**src/rtl/lock_scheduler.sv**
```systemverilog
`default_nettype none
// ============================================================================
// Module   : lock_scheduler
// Function : Two-queue airlock sequencer. It counts pending vessels per side,
//            grants round-robin and runs one full fill/drain/port transit.
// Options  : `define LOCK_WATCHDOG_EN adds the vessel-handshake watchdog.
// Revision : 1.0 - initial release
// ============================================================================
module lock_scheduler #(
    parameter int FILL_CYCLES    = 32,
    parameter int DRAIN_CYCLES   = 32,
    parameter int PORT_CYCLES    = 16,
    parameter int QW             = 3,
    parameter int TIMEOUT_CYCLES = 1024
) (
    input  logic          clock_i,
    input  logic          reset_i,
    input  logic          out_req_i,
    input  logic          in_req_i,
    input  logic          passed_i,
    output logic          fill_cmd_o,
    output logic          drain_cmd_o,
    output logic          oport_open_o,
    output logic          iport_open_o,
    output logic          out_grant_o,
    output logic          in_grant_o,
    output logic [QW-1:0] out_pending_o,
    output logic [QW-1:0] in_pending_o,
    output logic          overflow_o,
    output logic          level_high_o,
    output logic          busy_o,
    output logic          fault_o
);

    // One shared down-counter times every phase, so it is sized for the longest.
    localparam int c_m1 = (FILL_CYCLES > DRAIN_CYCLES) ? FILL_CYCLES : DRAIN_CYCLES;
    localparam int c_m2 = (c_m1 > PORT_CYCLES) ? c_m1 : PORT_CYCLES;
    localparam int c_m3 = (c_m2 > TIMEOUT_CYCLES) ? c_m2 : TIMEOUT_CYCLES;
    localparam int c_cw = (c_m3 > 1) ? $clog2(c_m3) : 1;

    localparam logic [c_cw-1:0] c_fill_ld  = c_cw'(FILL_CYCLES - 1);
    localparam logic [c_cw-1:0] c_drain_ld = c_cw'(DRAIN_CYCLES - 1);
    localparam logic [c_cw-1:0] c_port_ld  = c_cw'(PORT_CYCLES - 1);
`ifdef LOCK_WATCHDOG_EN
    localparam logic [c_cw-1:0] c_wait_ld  = c_cw'(TIMEOUT_CYCLES - 1);
`else
    localparam logic [c_cw-1:0] c_wait_ld  = '0;
`endif
    localparam logic [QW-1:0]   c_pend_max = '1;

    typedef enum logic [3:0] {
        S_IDLE        = 4'd0,
        S_PREP_LVL    = 4'd1,
        S_OPEN_ENTRY  = 4'd2,
        S_WAIT_ENTER  = 4'd3,
        S_CLOSE_ENTRY = 4'd4,
        S_XFER_LVL    = 4'd5,
        S_OPEN_EXIT   = 4'd6,
        S_WAIT_EXIT   = 4'd7,
        S_CLOSE_EXIT  = 4'd8,
        S_ERROR       = 4'd15
    } state_t;

    state_t          state_q, state_d;
    logic [c_cw-1:0] cnt_q, cnt_d;
    logic            dir_out_q, dir_out_d;    // 1: current transit is outer->inner
    logic            last_out_q, last_out_d;  // 1: outer side was served last
    logic            level_q, level_d;
    logic [QW-1:0]   out_pend_q, out_pend_d;
    logic [QW-1:0]   in_pend_q, in_pend_d;
    logic            ovf_q, ovf_d;
    logic            w_fill, w_drain, w_oport, w_iport, w_ogrant, w_igrant;
    logic            w_cnt_zero;
    logic            w_timeout;

    assign w_cnt_zero = (cnt_q == '0);

`ifdef LOCK_WATCHDOG_EN
    logic fault_q, fault_d;

    assign w_timeout = w_cnt_zero && !passed_i;

    always_comb begin
        fault_d = fault_q;
        if ((state_q == S_WAIT_ENTER || state_q == S_WAIT_EXIT) && w_timeout) begin
            fault_d = 1'b1;
        end
    end

    always_ff @(posedge clock_i) begin
        if (!reset_i) begin
            fault_q <= 1'b0;
        end else begin
            fault_q <= fault_d;
        end
    end

    assign fault_o = fault_q;
`else
    assign w_timeout = 1'b0;
    assign fault_o   = 1'b0;
`endif

    always_comb begin
        state_d    = state_q;
        cnt_d      = cnt_q;
        dir_out_d  = dir_out_q;
        last_out_d = last_out_q;
        level_d    = level_q;
        w_fill     = 1'b0;
        w_drain    = 1'b0;
        w_oport    = 1'b0;
        w_iport    = 1'b0;
        w_ogrant   = 1'b0;
        w_igrant   = 1'b0;
        case (state_q)
            S_IDLE: begin
                if (out_pend_q != '0 && (in_pend_q == '0 || !last_out_q)) begin
                    w_ogrant   = 1'b1;
                    dir_out_d  = 1'b1;
                    last_out_d = 1'b1;
                    if (level_q) begin
                        state_d = S_OPEN_ENTRY;
                        cnt_d   = c_port_ld;
                    end else begin
                        state_d = S_PREP_LVL;
                        cnt_d   = c_fill_ld;
                    end
                end else if (in_pend_q != '0) begin
                    w_igrant   = 1'b1;
                    dir_out_d  = 1'b0;
                    last_out_d = 1'b0;
                    if (!level_q) begin
                        state_d = S_OPEN_ENTRY;
                        cnt_d   = c_port_ld;
                    end else begin
                        state_d = S_PREP_LVL;
                        cnt_d   = c_drain_ld;
                    end
                end
            end
            S_PREP_LVL: begin
                w_fill  = dir_out_q;
                w_drain = !dir_out_q;
                if (w_cnt_zero) begin
                    level_d = dir_out_q;
                    state_d = S_OPEN_ENTRY;
                    cnt_d   = c_port_ld;
                end else begin
                    cnt_d = cnt_q - c_cw'(1);
                end
            end
            S_OPEN_ENTRY, S_WAIT_ENTER: begin
                w_oport = dir_out_q;
                w_iport = !dir_out_q;
                if (state_q == S_OPEN_ENTRY) begin
                    if (w_cnt_zero) begin
                        state_d = S_WAIT_ENTER;
                        cnt_d   = c_wait_ld;
                    end else begin
                        cnt_d = cnt_q - c_cw'(1);
                    end
                end else if (passed_i) begin
                    state_d = S_CLOSE_ENTRY;
                    cnt_d   = c_port_ld;
                end else if (w_timeout) begin
                    state_d = S_ERROR;
                end else begin
                    cnt_d = cnt_q - c_cw'(1);
                end
            end
            S_CLOSE_ENTRY: begin
                if (w_cnt_zero) begin
                    state_d = S_XFER_LVL;
                    cnt_d   = dir_out_q ? c_drain_ld : c_fill_ld;
                end else begin
                    cnt_d = cnt_q - c_cw'(1);
                end
            end
            S_XFER_LVL: begin
                w_drain = dir_out_q;
                w_fill  = !dir_out_q;
                if (w_cnt_zero) begin
                    level_d = !dir_out_q;
                    state_d = S_OPEN_EXIT;
                    cnt_d   = c_port_ld;
                end else begin
                    cnt_d = cnt_q - c_cw'(1);
                end
            end
            S_OPEN_EXIT, S_WAIT_EXIT: begin
                w_oport = !dir_out_q;
                w_iport = dir_out_q;
                if (state_q == S_OPEN_EXIT) begin
                    if (w_cnt_zero) begin
                        state_d = S_WAIT_EXIT;
                        cnt_d   = c_wait_ld;
                    end else begin
                        cnt_d = cnt_q - c_cw'(1);
                    end
                end else if (passed_i) begin
                    state_d = S_CLOSE_EXIT;
                    cnt_d   = c_port_ld;
                end else if (w_timeout) begin
                    state_d = S_ERROR;
                end else begin
                    cnt_d = cnt_q - c_cw'(1);
                end
            end
            S_CLOSE_EXIT: begin
                if (w_cnt_zero) begin
                    state_d = S_IDLE;
                end else begin
                    cnt_d = cnt_q - c_cw'(1);
                end
            end
            S_ERROR: begin
                state_d = S_ERROR;
            end
            default: begin
                state_d = S_ERROR;
            end
        endcase
    end

    // Simultaneous request and grant on one side cancel out.
    always_comb begin
        out_pend_d = out_pend_q;
        in_pend_d  = in_pend_q;
        ovf_d      = ovf_q;
        if (out_req_i && !w_ogrant) begin
            if (out_pend_q == c_pend_max) begin
                ovf_d = 1'b1;
            end else begin
                out_pend_d = out_pend_q + QW'(1);
            end
        end else if (!out_req_i && w_ogrant) begin
            out_pend_d = out_pend_q - QW'(1);
        end
        if (in_req_i && !w_igrant) begin
            if (in_pend_q == c_pend_max) begin
                ovf_d = 1'b1;
            end else begin
                in_pend_d = in_pend_q + QW'(1);
            end
        end else if (!in_req_i && w_igrant) begin
            in_pend_d = in_pend_q - QW'(1);
        end
    end

    always_ff @(posedge clock_i) begin
        if (!reset_i) begin
            state_q    <= S_IDLE;
            cnt_q      <= '0;
            dir_out_q  <= 1'b0;
            last_out_q <= 1'b1;
            level_q    <= 1'b0;
            out_pend_q <= '0;
            in_pend_q  <= '0;
            ovf_q      <= 1'b0;
        end else begin
            state_q    <= state_d;
            cnt_q      <= cnt_d;
            dir_out_q  <= dir_out_d;
            last_out_q <= last_out_d;
            level_q    <= level_d;
            out_pend_q <= out_pend_d;
            in_pend_q  <= in_pend_d;
            ovf_q      <= ovf_d;
        end
    end

    assign fill_cmd_o    = w_fill;
    assign drain_cmd_o   = w_drain;
    assign oport_open_o  = w_oport;
    assign iport_open_o  = w_iport;
    assign out_grant_o   = w_ogrant;
    assign in_grant_o    = w_igrant;
    assign out_pending_o = out_pend_q;
    assign in_pending_o  = in_pend_q;
    assign overflow_o    = ovf_q;
    assign level_high_o  = level_q;
    assign busy_o        = (state_q != S_IDLE);

endmodule
`default_nettype wire

```
**config.mk**
```make
export PLATFORM = sky130hd
export DESIGN_NAME = lock_scheduler
export DESIGN_NICKNAME = d
export VERILOG_FILES = /design/src/rtl/lock_scheduler.sv
export SDC_FILE = /design/constraint.sdc
export NUM_CORES = 1
export LEC_CHECK = 0
export CORE_ASPECT_RATIO = 1.5
export CORE_UTILIZATION = 45
export DETAILED_ROUTE_END_ITERATION = 8
export DONT_BUFFER_PORTS = 1
export HOLD_SLACK_MARGIN = 0.12
export SLEW_MARGIN = 20
export SYNTH_ARGS = -nofsm -noshare
export SYNTH_HDL_FRONTEND = slang
export SYNTH_SLANG_ARGS = --single-unit
```
**constraint.sdc**
```tcl
create_clock -name clock_i -period 3.1 [get_ports clock_i]
set_clock_uncertainty 0.1 [all_clocks]
set_input_delay 0.62 -clock clock_i [delete_from_list [all_inputs] [get_ports clock_i]]
set_output_delay 0.62 -clock clock_i [all_outputs]
set_load 0.005 [all_outputs]
```
==> results_dict.tcl <==
set metrics [dict create \
    cp-start-kind "flip-flop" \
    multi_input_area_um2 1100 \
    max_freq_mhz 356 \
    finalCriticalPeriod_ns 2.81 \
    syn_nets 222 \
    vias_per_cell 6.52 \
    die_height_um 77.1 \
    io_pins 21 \
    dp_slack_ns 0.311 \
    crit_path_end_kind "flip-flop" \
    worst_slack_ns 0.289 \
    syn-instance-count 214 \
    final_util_pct 50.6 \
    r2r_slack_ns 0.29 \
    clock_latency_ns 0.27 \
    synth-edff-count 0 \
    hp-class "in -> reg" \
    postLayoutCellArea_um2 1780 \
    r2r_cells 7 \
    power_density_nw_per_um2 1120 \
    final_cell_mix "dfxtp_1, nor2_1, nand2_1, a21oi_1" \
    tns_ns 0 \
    combPwrFrac_pct 57.0 \
    wirelength_um 4500 \
    grt_pass1_vias 1619 \
    grt_max_degree 18 \
    hold_violations 0 \
    ant_nets 0 \
    dpl.cell_count 247 \
    grt_pass1_wl_um 7480 \
    post-route-period-util_pct 90.7 \
    drt_iter0_markers 53 \
    numCtsBuffers 3 \
    initial_core_util_pct 48.2 \
    cts_hold_buf 0 \
    timing.rr.start "cnt_q[0]" \
    ir_worst_vdd_mv 0.518 \
    cts_tree "yes" \
    share_seq_of_total_power_pct 28.7 \
    n_fill_cell 370 \
    ys_warn_count 0 \
    dr.pass1.iters 4 \
    rr_endpoint "state_q[0]" \
    dp_hpwl_um 3360 \
    hold_end "last_out_q" \
    final_common_cell "dfxtp_1" \
    routabilityCongestion 0.978 \
    syn_area_um2 1690 \
    register_area_um2 480 \
    cp.arrival_ns 2.92 \
    nNetsFinal 218 \
    p_sw_mw 0.927 \
    worstPathRequired_ns 3.21 \
    floorplan.die_area_um2 4020 \
    synthArstFlopShare_pct 0 \
    switching_share_pct 46.7 \
    ctsLongestPathBuffers 2 \
    path_max_fanout 15 \
    drive_above_1_share_pct 9.09 \
    final_cells 251 \
    hold_ws_ns 0.337 \
    drv_cap 0 \
    cellInternalPower_mw 1.06 \
    postSynthAreaPerCell_um2 7.91 \
    gr-max-usage-layer "met2" \
    finalSetupViolCount 0 \
    seq_area_frac_synth_pct 28.4 \
    wl_per_cell_um 17.9 \
    drc_errors 0 \
    status "completed" \
    slew_violations 0 \
    syn_to_final_growth_pct 5.10 \
    placed_area_um2 1710 \
    grt_use_met3_pct 4.17 \
    cts_resized 0 \
    rows 26 \
    cts_max_level 1 \
    path_class "reg -> reg" \
    core-area_um2 3510 \
    grt.overflow.total 0 \
    root_buffer "clkbuf_8" \
    met2_usage_pct 41.4 \
    p_clk_share_pct 14.3 \
    num_vias 1637 \
    worst_pin_slew_ns 0.631 \
    globalRouteTotalUtil_pct 24.3 \
    hold_start "reset_i" \
    port_buffers 0 \
    clkSinkCount 24 \
    total_power_mw 1.98 \
    p_leak_nw 0.634 \
    clk_pin_slew_worst_paths_ns 0.09 \
    holdPathStages 1 \
    antenna_found_initial 0 \
    diodes 0 \
    rsz0062_at_grt "no" \
    ys_types 58 \
    grtUsageMet1_pct 28.8 \
    relSlewSlack_pct 57.6 \
    die_w_um 52.1 \
    yosys_register_bits 24 \
    postCtsSetupRepairBufs 0 \
    synth_flop_cell "dfxtp_1" \
]
layout make-up:
type	count	area share, %
clock inverter	1	1.69
multi-input combinational	166	61.8
inverter	10	2.11
timing repair buffer	5	2.11
tap	42	2.95
clock buffer	3	2.32
sequential	24	27.0
synthesized netlist by cell type (3+ instances only):
library cell / number / area [µm²]
a211oi_1: 3 / 22.5
a21oi_1: 12 / 60.1
clkbuf_1: 8 / 30.0
dfxtp_1: 24 / 480
inv_1: 8 / 30.0
nand2_1: 17 / 63.8
nand3_1: 10 / 50.1
nor2_1: 22 / 82.6
nor3_1: 10 / 50.1
o21ai_0: 10 / 50.1
o221ai_1: 3 / 26.3
o22ai_1: 5 / 31.3
o311ai_0: 4 / 35.0
o31a_1: 4 / 35.0
or3_1: 7 / 43.8
xnor2_1: 7 / 61.3
xor2_1: 3 / 26.3
registers in the layout, indices dropped and copies added (netlist names):
| signal | count |
|---|---|
| cnt_q | 10 |
| last_out_q | 1 |
| out_pending_o | 3 |
| overflow_o | 1 |
| dir_out_q | 1 |
| in_pending_o | 3 |
| level_high_o | 1 |
| state_q | 4 |
how the worst max path moves through the flow:
stage | from | endpoint | depth (start not counted)
finish | cnt_q[0] | state_q[0] | 7
global route | cnt_q[0] | state_q[0] | 7
CTS | cnt_q[0] | state_q[0] | 7
detailed placement | cnt_q[0] | state_q[0] | 7
global placement | cnt_q[0] | state_q[0] | 7
floorplan | cnt_q[0] | cnt_q[0] | 7
routing by layer:
metal / share of wire [%] / vias up
li1: - / 790
met1: 41 / 775
met2: 51 / 57
met3: 5.1 / 15
met4: 2.8 / 0
met5: 0 / -
power by group through the flow:
stage / logic, mW / clock network, mW / registers (mW)
2_1_floorplan: 0.945 / 0 / 0.524
3_3_place_gp: 1.09 / 0 / 0.570
3_5_place_dp: 1.12 / 0 / 0.577
4_1_cts: 1.12 / 0.285 / 0.569
5_1_grt: 1.25 / 0.301 / 0.587
6_report: 1.13 / 0.284 / 0.570
kinds of logic (layout without fill, tap and decap cells):
family	count (synthesis)	after routing	synth area share [%]
AO/OA/AOI/OAI	63	63	27.3
multiplexers	3	3	1.85
AND/OR/NAND/NOR	86	86	27.3
buffers and inverters	24	19	6.65
other	1	1	0.222
XOR/XNOR	10	10	5.17
adder cells (fa/ha/maj)	3	3	3.10
flip-flops	24	24	28.4
critical path, cell delays in order, from the launching register on:
cell and delay, ns:
dfxtp_1 0.33, inv_1 0.15, ha_1 0.24, or4b_2 0.67
nor3_4 0.47, o22ai_1 0.21, a2111oi_0 0.42, o21bai_1 0.16
Note: power is estimated with default switching activity, not from simulation.
